$ cat config.mk
export PLATFORM = sky130hd
export DESIGN_NAME = enemy_ammo_controller
export DESIGN_NICKNAME = d
export VERILOG_FILES = /design/src/rtl/enemy_ammo_controller.sv
export SDC_FILE = /design/constraint.sdc
export NUM_CORES = 1
export LEC_CHECK = 0
export CAP_MARGIN = 10
export CORE_MARGIN = 10
export CORE_UTILIZATION = 60
export CTS_BUF_LIST = sky130_fd_sc_hd__clkbuf_2 sky130_fd_sc_hd__clkbuf_4 sky130_fd_sc_hd__clkbuf_8
export DETAILED_ROUTE_END_ITERATION = 10
export PLACE_DENSITY = 0.81
export SLEW_MARGIN = 40
export SYNTH_ARGS = -nofsm -noshare
export SYNTH_HDL_FRONTEND = slang
export SYNTH_SLANG_ARGS = --single-unit
$ cat constraint.sdc
create_clock -name vga_clk -period 5.2 [get_ports vga_clk]
set_input_delay 1.04 -clock vga_clk [delete_from_list [all_inputs] [get_ports vga_clk]]
set_output_delay 1.04 -clock vga_clk [all_outputs]
set_load 0.005 [all_outputs]
$ cat src/rtl/enemy_ammo_controller.sv
// rtl/enemy_ammo_controller.sv - enemy bullet slot tracker with per-pixel sprite lookup
// Fires into the lowest free slot, moves bullets per frame, and resolves the VGA scan pixel.
module enemy_ammo_controller #(
  parameter int NUM_SLOTS = 4,
  parameter int AMMO_W    = 10,
  parameter int AMMO_H    = 20,
  parameter int SPEED     = 4,
  parameter int SCREEN_H  = 480,
  parameter int COOLDOWN  = 30
) (
  input  logic                 vga_clk,
  input  logic                 Reset,
  input  logic                 frame_tick,
  input  logic                 fire,
  input  logic [9:0]           fire_x,
  input  logic [9:0]           fire_y,
  input  logic [NUM_SLOTS-1:0] hit_clear,
  input  logic [9:0]           DrawX,
  input  logic [9:0]           DrawY,
  output logic                 fire_accept,
  output logic [NUM_SLOTS-1:0] active_mask,
  output logic                 ammo_on,
  output logic [7:0]           rom_address
);

  localparam int CD_W  = (COOLDOWN > 0) ? $clog2(COOLDOWN + 1) : 1;
  localparam int IDX_W = (NUM_SLOTS > 1) ? $clog2(NUM_SLOTS) : 1;

  logic [NUM_SLOTS-1:0] valid_q, valid_d;
  logic [9:0]           x_q [NUM_SLOTS];
  logic [9:0]           x_d [NUM_SLOTS];
  logic [9:0]           y_q [NUM_SLOTS];
  logic [9:0]           y_d [NUM_SLOTS];
  logic [CD_W-1:0]      cd_q, cd_d;
  logic                 fire_accept_q, fire_accept_d;
  logic                 ammo_on_q, ammo_on_d;
  logic [7:0]           rom_address_q, rom_address_d;

  logic [NUM_SLOTS-1:0] free_slots;
  logic                 found_free;
  logic [IDX_W-1:0]     load_idx;
  logic                 accept;
  logic                 hit_found;
  logic [15:0]          rom_full;

  always_comb begin
    valid_d       = valid_q;
    x_d           = x_q;
    y_d           = y_q;
    cd_d          = cd_q;
    found_free    = 1'b0;
    load_idx      = '0;
    hit_found     = 1'b0;
    rom_full      = '0;
    rom_address_d = '0;

    // A slot being cleared this cycle is not available to a new shot.
    free_slots = ~valid_q & ~hit_clear;
    for (int i = NUM_SLOTS - 1; i >= 0; i--) begin
      if (free_slots[i]) begin
        found_free = 1'b1;
        load_idx   = IDX_W'(i);
      end
    end
    accept = fire && (cd_q == '0) && found_free;

    for (int i = 0; i < NUM_SLOTS; i++) begin
      if (hit_clear[i]) begin
        valid_d[i] = 1'b0;
      end else if (accept && (load_idx == IDX_W'(i))) begin
        valid_d[i] = 1'b1;
        x_d[i]     = fire_x;
        y_d[i]     = fire_y;
      end else if (frame_tick && valid_q[i]) begin
        if (({1'b0, y_q[i]} + 11'(SPEED)) >= 11'(SCREEN_H)) begin
          valid_d[i] = 1'b0;
        end else begin
          y_d[i] = y_q[i] + 10'(SPEED);
        end
      end
    end

    if (accept) begin
      cd_d = CD_W'(COOLDOWN);
    end else if (frame_tick && (cd_q != '0)) begin
      cd_d = cd_q - 1'b1;
    end

    // Lowest-index live bullet covering the scan pixel supplies the sprite index.
    for (int i = 0; i < NUM_SLOTS; i++) begin
      if (!hit_found && valid_q[i] &&
          ({1'b0, DrawX} >= {1'b0, x_q[i]}) &&
          ({1'b0, DrawX} <  ({1'b0, x_q[i]} + 11'(AMMO_W))) &&
          ({1'b0, DrawY} >= {1'b0, y_q[i]}) &&
          ({1'b0, DrawY} <  ({1'b0, y_q[i]} + 11'(AMMO_H)))) begin
        hit_found     = 1'b1;
        rom_full      = 16'(DrawY - y_q[i]) * 16'(AMMO_W) + 16'(DrawX - x_q[i]);
        rom_address_d = rom_full[7:0];
      end
    end

    ammo_on_d     = hit_found;
    fire_accept_d = accept;
  end

  always_ff @(posedge vga_clk or posedge Reset) begin
    if (Reset) begin
      valid_q       <= '0;
      cd_q          <= '0;
      fire_accept_q <= 1'b0;
      ammo_on_q     <= 1'b0;
      rom_address_q <= '0;
      for (int i = 0; i < NUM_SLOTS; i++) begin
        x_q[i] <= '0;
        y_q[i] <= '0;
      end
    end else begin
      valid_q       <= valid_d;
      cd_q          <= cd_d;
      fire_accept_q <= fire_accept_d;
      ammo_on_q     <= ammo_on_d;
      rom_address_q <= rom_address_d;
      for (int i = 0; i < NUM_SLOTS; i++) begin
        x_q[i] <= x_d[i];
        y_q[i] <= y_d[i];
      end
    end
  end

  assign fire_accept = fire_accept_q;
  assign active_mask = valid_q;
  assign ammo_on     = ammo_on_q;
  assign rom_address = rom_address_q;

endmodule

==> results of run 1 <==
-- state kept, by name, summed over array words and instances (netlist names) --
| name | cells |
|---|---|
| cd_q | 5 |
| rom_address | 8 |
| x_q | 40 |
| y_q | 40 |
| fire_accept | 1 |
| ammo_on | 1 |
| active_mask | 4 |
-- placed cells by master (no fill, tap or decap), drive strengths merged, types with 9 or more instances in the layout --
cell type	instances
o21a	20
nand2b	11
xor2	24
nand2	103
clkdlybuf4s50	59
inv	135
nor2	61
a21oi	81
and3	9
o22ai	10
a21o	31
mux2	16
clkbuf	9
o2111ai	9
dfrtp	99
o21ai	118
buf	87
fa	36
nand4	10
xnor2	102
nor2b	9
ha	213
nor3	17
nand3	22
-- Yosys cell counts (all sizes together), types with 22 or more instances --
| cell type | n | area (um^2) |
|---|---|---|
| a21o | 31 | 233 |
| nand3 | 22 | 110 |
| fa | 36 | 721 |
| clkbuf | 24 | 90.1 |
| a21oi | 81 | 405 |
| ha | 213 | 2670 |
| xor2 | 24 | 210 |
| nor2 | 61 | 229 |
| nand2 | 103 | 387 |
| xnor2 | 102 | 893 |
| o21ai | 118 | 591 |
| inv | 135 | 512 |
| dfrtp | 99 | 2480 |
-- per-layer routing --
layer	vias up	track usage	share of wire
li1	4862	-	-
met1	4972	0.348	0.43
met2	372	0.415	0.47
met3	58	0.0486	0.084
met4	0	0.0834	0.023
met5	-	0	0
-- how the worst min path moves through the flow --
stage,end,depth (start not counted)
final,y_q[30],2
after global routing,x_q[10],1
after CTS,y_q[30],2
after detailed placement,y_q[30],2
after global placement,y_q[30],2
after floorplan,x_q[30],2
-- final cells by class --
type	instances	area (um^2)	share of cell area
inverter	135	517	0.0383
tap	260	325	0.0241
clock inverter	5	128	0.00946
multi-input combinational	1031	8650	0.641
sequential	99	2480	0.184
timing repair buffer	148	1280	0.0946
clock buffer	9	124	0.00918
-- per-stage QoR --
step,area [um^2],util
finish,13500,0.717
global route,13500,0.717
CTS,13200,0.701
detailed placement,12900,0.687
global placement,12900,0.687
floorplan,11500,-
-- timing repair --
item / 4_1_cts / 5_1_grt
hold buffers: 0 / 0
resized for setup: 4 / 49
setup buffers: 1 / 6
setup endpoints to repair: 1 / 1
gates cloned: 0 / 0
pin swaps: 2 / 34
-- cell families after synthesis --
group / after synthesis / share of synthesized area
compound gates: 362 / 0.203
fa+ha+maj: 249 / 0.293
flops: 99 / 0.215
buf+inv: 167 / 0.0582
simple gates: 273 / 0.114
mux: 20 / 0.0191
xor+xnor: 127 / 0.0976
-- critical path: cells and delay by family --
family                     cells  cell delay (ns)
and+or+nand+nor                4             0.39
AOI/OAI and AO/OA              5             0.89
adders and majority gates      6             2.13
xor gates and xnor gates       1             0.32
buffers and inverters          2             0.56
==> impl_metrics.env, run 1 <==
export IMPL_grt_pass1_vias=10200
export IMPL_dp_hpwl_um=25800
export IMPL_grt_remaining_overflow=0
export IMPL_startpoint="DrawY[1]"
export IMPL_root_buffer="clkbuf_8"
export IMPL_crit_top_cell="ha_1"
export IMPL_num_nets_final=1721
export IMPL_relSlewSlack=0.440
export IMPL_cp_start_kind="input pin"
export IMPL_max_stage_delay_ns=0.51
export IMPL_clk_path_buf_depth=2
export IMPL_syn2layout_area_growth_pct=17.0
export IMPL_synth_main_ff_cell="dfrtp_1"
export IMPL_die_area_um2=25200
export IMPL_reg2regPathDepth=16
export IMPL_die_x_um=159
export IMPL_layout_drive_gt1_share=0.133
export IMPL_setup_violations=0
export IMPL_worstPathRequired_ns=5.48
export IMPL_crit_path_max_fanout=6
export IMPL_netlist_area_um2=11500
export IMPL_holdWs_ns=0.503
export IMPL_initial_utilization=0.613
export IMPL_ys_ff_latch=99
export IMPL_hold_viol_final=0
export IMPL_period_minus_slack_ns=5.07
export IMPL_cts_htree_levels=3
export IMPL_gp_congestion=0.932
export IMPL_min_period_over_period=0.974
export IMPL_drv_slew=0
export IMPL_finalSetupTns_ns=0
export IMPL_synth_edf_count=0
export IMPL_ys_async_sr_fraction=1.00
export IMPL_slowest_stage="fa_1"
export IMPL_via_per_inst=6.08
export IMPL_fin_cells=1687
export IMPL_placed_cells=1666
export IMPL_dr_pass1_iters=5
export IMPL_numCtsBuffers=9
export IMPL_finClkSkew_ns=0.0102
export IMPL_core_area_um2=18800
export IMPL_worst_r2r_endpoint="rom_address[7]"
export IMPL_grtUsageTotal=0.260
export IMPL_port_buffers=61
export IMPL_syn_num_nets=1594
export IMPL_path_class="input pin to flop"
export IMPL_antenna_found_initial=0
export IMPL_yosysWarnings=0
export IMPL_crit_path_end_kind="flop"
export IMPL_antenna_left=0
export IMPL_grt_max_degree=78
export IMPL_vias=10300
export IMPL_setup_slack_ns=0.135
export IMPL_crit_chain="clkdlybuf4s50_1, buf_6, ha_1, nand2b_1, nand2_1, a211oi_2, nor2_2, ha_1, ha_1, fa_1, fa_1, ha_1, o21ai_0, nand2b_1, a21oi_2, xnor3_1, a221oi_2, o22ai_2"
export IMPL_drt_wl_total_um=32200
export IMPL_hold_class="flop to flop"
export IMPL_diodes=0
export IMPL_status="finished, final reports clean"
export IMPL_placementRows=50
export IMPL_min_from="y_q[30]"
export IMPL_cp_arrival_ns=5.35
export IMPL_ios=62
export IMPL_n_fill_cell=1396
export IMPL_wl_per_cell_um=19.1
export IMPL_clkLatencyLatePin_ns=0.39
export IMPL_syn_inst=1297
export IMPL_detail_route_drc_violations=0
export IMPL_cts_tree="built"
export IMPL_crit_path_end="rom_address[7]"
export IMPL_worstMarginPinSlew_ns=0.838
export IMPL_first_iter_violations=717
export IMPL_cts_sinks=99
export IMPL_yosysSeqAreaShare=0.215
export IMPL_r2r_start="y_q[22]"
export IMPL_clkTransAtPathRegs_ns=0.10
export IMPL_grt_pass1_wl_um=51800
export IMPL_fmax_mhz=197
export IMPL_die_y_um=159
export IMPL_post_place_ws_ns=-0.575
export IMPL_drv_cap=0
export IMPL_yosysUniqueCellTypes=75
export IMPL_reg2reg_slack_ns=0.79
export IMPL_avgSynthCellArea_um2=8.90
Power of run 1 is not shown: default switching activity piles up to over one toggle a cycle in this logic, so the estimate is an artifact.
==> run 2: changes to the inputs <==
--- a/config.mk
+++ b/config.mk
@@ -5,12 +5,14 @@
 export SDC_FILE = /design/constraint.sdc
 export NUM_CORES = 1
 export LEC_CHECK = 0
-export CAP_MARGIN = 10
+export CAP_MARGIN = 5
 export CORE_MARGIN = 10
 export CORE_UTILIZATION = 60
 export CTS_BUF_LIST = sky130_fd_sc_hd__clkbuf_2 sky130_fd_sc_hd__clkbuf_4 sky130_fd_sc_hd__clkbuf_8
 export DETAILED_ROUTE_END_ITERATION = 10
+export GPL_ROUTABILITY_DRIVEN = 0
 export PLACE_DENSITY = 0.81
+export RECOVER_POWER = 25
 export SLEW_MARGIN = 40
 export SYNTH_ARGS = -nofsm -noshare
 export SYNTH_HDL_FRONTEND = slang
==> impl_metrics.env, run 2 (same netlist as run 1, synthesis figures left out) <==
export IMPL_initial_utilization=0.613
export IMPL_grt_pass1_vias=10400
export IMPL_dp_hpwl_um=25900
export IMPL_cts_sinks=99
export IMPL_grtUsageTotal=0.260
export IMPL_die_y_um=159
export IMPL_drv_cap=1
export IMPL_core_area_um2=18800
export IMPL_mostFrequentLayoutCells="ha_1 (212), inv_1 (131), o21ai_0 (110)"
export IMPL_numCtsBuffers=9
export IMPL_clkLatencyLatePin_ns=0.41
export IMPL_via_per_inst=6.07
export IMPL_setup_violations=0
export IMPL_antenna_found_initial=0
export IMPL_wl_per_cell_um=19.0
export IMPL_r2r_start="y_q[22]"
export IMPL_syn2layout_area_growth_pct=16.2
export IMPL_postCtsHoldBufs=0
export IMPL_grt_pass1_wl_um=51800
export IMPL_crit_path_max_fanout=6
export IMPL_grt_remaining_overflow=0
export IMPL_grt_max_degree=73
export IMPL_worstPathRequired_ns=5.50
export IMPL_placementRows=50
export IMPL_worstMarginPinSlew_ns=2.93
export IMPL_whs_path_depth=1
export IMPL_first_iter_violations=903
export IMPL_num_nets_final=1728
export IMPL_drv_slew=73
export IMPL_slowest_stage="fa_1"
export IMPL_clk_path_buf_depth=2
export IMPL_holdWs_ns=0.516
export IMPL_worst_r2r_endpoint="rom_address[7]"
export IMPL_crit_path_end_kind="flop"
export IMPL_reg2reg_slack_ns=0.80
export IMPL_layout_drive_gt1_share=0.127
export IMPL_reg2regPathDepth=16
export IMPL_antenna_left=0
export IMPL_path_depth=19
export IMPL_hold_class="flop to flop"
export IMPL_cp_arrival_ns=5.33
export IMPL_fmax_mhz=199
export IMPL_cts_tree="built"
export IMPL_cp_start_kind="input pin"
export IMPL_setup_slack_ns=0.173
export IMPL_min_period_over_period=0.967
export IMPL_period_minus_slack_ns=5.03
export IMPL_relSlewSlack=-0.959
export IMPL_detail_route_drc_violations=0
export IMPL_drt_wl_total_um=32300
export IMPL_dr_pass1_iters=5
export IMPL_status="finished, violations left"
export IMPL_vias=10300
export IMPL_root_buffer="clkbuf_8"
export IMPL_min_to="y_q[21]"
export IMPL_max_stage_delay_ns=0.51
export IMPL_diodes=0
export IMPL_crit_top_cell="ha_1"
export IMPL_clkTransAtPathRegs_ns=0.11
export IMPL_cp_buffers_inverters=2
export IMPL_finClkSkew_ns=0.0123
export IMPL_die_area_um2=25200
export IMPL_die_x_um=159
export IMPL_violations="capacitance limit, slew limit"
export IMPL_ios=62
export IMPL_path_class="input pin to flop"
export IMPL_crit_chain="clkdlybuf4s50_1, buf_6, ha_1, nor2b_2, o21a_1, o21a_1, nor2_2, ha_1, ha_1, fa_1, fa_1, ha_1, o21ai_2, o21bai_1, a21oi_2, xnor2_1, xnor2_1, a221oi_2, o22ai_2"
export IMPL_port_buffers=61
export IMPL_crit_family="adder cells"
export IMPL_final_common_cell="ha_1"
export IMPL_min_from="y_q[21]"
export IMPL_hold_viol_final=0
export IMPL_post_place_ws_ns=-0.570
export IMPL_cts_htree_levels=3
run 2: metrics by stage:
| step | instance area [um^2] | setup TNS (ns) | util | std cells |
|---|---|---|---|---|
| finish | 13400 | 0 | 0.712 | 1696 |
| floorplan | 11500 | 0 | - | 1297 |
| global route | 13400 | -0.0158 | 0.712 | 1696 |
| CTS | 13200 | 0 | 0.703 | 1690 |
| detailed placement | 13000 | -0.888 | 0.690 | 1673 |
| global placement | 13000 | -0.657 | 0.689 | 1673 |
run 2: how the worst max path moves through the flow:
stage / end / slack, ns / from
detailed placement: rom_address[7] / -0.57 / DrawY[0]
CTS: rom_address[7] / 0.009 / DrawY[0]
global placement: rom_address[7] / -0.43 / DrawY[0]
global route: rom_address[7] / -0.02 / DrawY[1]
floorplan: rom_address[7] / 0.13 / DrawY[0]
finish: rom_address[7] / 0.17 / DrawY[1]
run 2: worst reg2reg max path, cell delays in order (launching register included):
cell      delay (ns)
dfrtp_1         0.50
inv_1           0.12
ha_1            0.36
o21ai_1         0.16
a21oi_1         0.08
nor2_1          0.21
ha_1            0.28
ha_1            0.24
fa_1            0.50
fa_1            0.43
ha_1            0.33
o21ai_1         0.12
nand2b_1        0.09
a21oi_2         0.16
xnor3_1         0.32
a221oi_2        0.31
o22ai_2         0.11
run 2: timing repair:
| action | 4_1_cts | 5_1_grt |
|---|---|---|
| endpoints found under the setup margin | 1 | 2 |
| gates resized for setup | 4 | 30 |
| pin swaps | 3 | 18 |
| buffers inserted | 1 | 6 |
| gates cloned | 0 | 0 |
run 2: area by class of cell:
type | count | area, um^2
multi-input combinational | 1031 | 8540
fill | 1415 | 5430
sequential | 99 | 2480
timing repair buffer | 155 | 1330
inverter | 135 | 512
tap | 260 | 325
clock buffer | 10 | 138
clock inverter | 6 | 87.6
run 2: layer usage:
| layer | wire (um) | track usage | up-vias |
|---|---|---|---|
| met5 | 0 | 0 | - |
| met4 | 818 | 0.0785 | 0 |
| met3 | 2370 | 0.0399 | 60 |
| met2 | 15300 | 0.431 | 359 |
| met1 | 13900 | 0.342 | 5005 |
| li1 | - | - | 4865 |
Power of run 2 is left out for the same reason.
==> run 3: changes to the inputs <==
--- a/config.mk
+++ b/config.mk
@@ -6,13 +6,14 @@
 export NUM_CORES = 1
 export LEC_CHECK = 0
 export CAP_MARGIN = 5
-export CORE_MARGIN = 10
+export CORE_MARGIN = 1
 export CORE_UTILIZATION = 60
 export CTS_BUF_LIST = sky130_fd_sc_hd__clkbuf_2 sky130_fd_sc_hd__clkbuf_4 sky130_fd_sc_hd__clkbuf_8
 export DETAILED_ROUTE_END_ITERATION = 10
 export GPL_ROUTABILITY_DRIVEN = 0
 export PLACE_DENSITY = 0.81
 export RECOVER_POWER = 25
+export SKIP_LAST_GASP = 1
 export SLEW_MARGIN = 40
 export SYNTH_ARGS = -nofsm -noshare
 export SYNTH_HDL_FRONTEND = slang
==> impl_metrics.env, run 3 (same netlist as run 1, synthesis figures left out) <==
export IMPL_status="finished, violations left"
export IMPL_violations="capacitance limit, slew limit"
export IMPL_drv_slew=80
export IMPL_layout_drive_gt1_share=0.128
export IMPL_numCtsBuffers=9
export IMPL_cp_arrival_ns=5.37
export IMPL_syn2layout_area_growth_pct=15.9
export IMPL_wl_met3_um=1780
export IMPL_crit_chain="clkdlybuf4s50_1, buf_6, ha_1, nand2b_1, nand2_1, a211oi_2, nor2_2, ha_1, ha_2, fa_1, fa_1, ha_4, o21ai_0, nand2b_1, a21oi_2, xnor3_1, a221oi_2, o22ai_2"
export IMPL_worstPathRequired_ns=5.48
export IMPL_hold_class="flop to flop"
export IMPL_wl_per_cell_um=19.3
export IMPL_antenna_left=0
export IMPL_slowest_stage="fa_1"
export IMPL_crit_path_end_kind="flop"
export IMPL_min_period_over_period=0.979
export IMPL_diodes=0
export IMPL_crit_family="adder cells"
export IMPL_max_stage_delay_ns=0.57
export IMPL_grt_pass1_vias=10200
export IMPL_antenna_found_initial=0
export IMPL_post_place_ws_ns=-0.620
export IMPL_core_area_um2=18800
export IMPL_final_common_cell="ha_1"
export IMPL_die_area_um2=19800
export IMPL_mostFrequentLayoutCells="ha_1 (207), inv_1 (131), o21ai_0 (111)"
export IMPL_setup_violations=0
export IMPL_clk_path_buf_depth=2
export IMPL_ios=62
export IMPL_cp_start_kind="input pin"
export IMPL_relSlewSlack=-1.14
export IMPL_dp_hpwl_um=25300
export IMPL_clkTransAtPathRegs_ns=0.10
export IMPL_cts_htree_levels=3
export IMPL_die_x_um=141
export IMPL_detail_route_drc_violations=0
export IMPL_cp_buffers_inverters=2
export IMPL_cts_tree="built"
export IMPL_grtUsageTotal=0.337
export IMPL_vias=10300
export IMPL_clkLatencyLatePin_ns=0.40
export IMPL_initial_utilization=0.615
export IMPL_path_class="input pin to flop"
export IMPL_multiInputGateArea_um2=8570
export IMPL_grt_max_degree=80
export IMPL_setup_slack_ns=0.110
export IMPL_dr_pass1_iters=5
export IMPL_period_minus_slack_ns=5.09
export IMPL_die_y_um=141
export IMPL_drt_wl_total_um=32300
export IMPL_drv_cap=1
export IMPL_grt_pass1_wl_um=51600
export IMPL_crit_path_max_fanout=5
export IMPL_met1Wirelength_um=13400
export IMPL_grt_remaining_overflow=0
export IMPL_route_met2_wl_um=14900
export IMPL_top_layer="met4"
export IMPL_postCtsHoldBufs=0
export IMPL_root_buffer="clkbuf_8"
export IMPL_cts_sinks=99
export IMPL_regArea_um2=2480
export IMPL_fmax_mhz=196
export IMPL_hold_viol_final=0
export IMPL_worstMarginPinSlew_ns=3.21
export IMPL_finClkSkew_ns=0.0156
export IMPL_placementRows=50
export IMPL_port_buffers=61
export IMPL_first_iter_violations=696
export IMPL_n_fill_cell=1416
export IMPL_num_nets_final=1727
export IMPL_via_per_inst=6.14
run 3: metal layers:
layer,global-route usage,vias to the layer above
li1,-,4874
met1,0.414,4884
met2,0.558,387
met3,0.0438,111
met4,0.223,0
met5,0,-
run 3: layout make-up:
type / count / share of cell area
clock inverters: 3 / 0.00168
inverters: 135 / 0.0383
well taps: 234 / 0.0219
repair buffers: 154 / 0.0995
flip-flops and latches: 99 / 0.185
clock buffers: 13 / 0.0120
multi-input cells: 1031 / 0.641
run 3: worst min-delay path: stages, from the launching register on:
cell and delay (ns):
dfrtp_1 0.36, nand2_1 0.06, nand2_1 0.06
run 3: worst paths after layout:
check	start	to	slack, ns	cells after the start
worst max-delay path	DrawY[1]	rom_address[7]	0.11	18
worst min-delay path	y_q[30]	y_q[30]	0.50	2
worst max register to register	y_q[22]	rom_address[7]	0.85	16
worst min register to register	y_q[30]	y_q[30]	0.50	2
max in group asynchronous	Reset	x_q[20]	1.12	2
min in group asynchronous	Reset	y_q[9]	2.26	2
run 3: stage by stage:
stage,std cells,setup TNS (ns),hold WS (ns),utilization,instance area [um^2]
after floorplan,1297,0,0.450,-,11500
after global placement,1648,-0.724,0.467,0.691,13000
after detailed placement,1648,-1.03,0.485,0.691,13000
after CTS,1664,0,0.510,0.703,13200
after global routing,1669,-0.0712,0.537,0.712,13400
final,1669,0,0.503,0.712,13400
run 3: repair_timing:
action / CTS / global route
pin swaps: 3 / 29
resized for setup: 5 / 32
setup endpoints to repair: 1 / 1
setup buffers: 0 / 5
Power of run 3 is left out for the same reason.
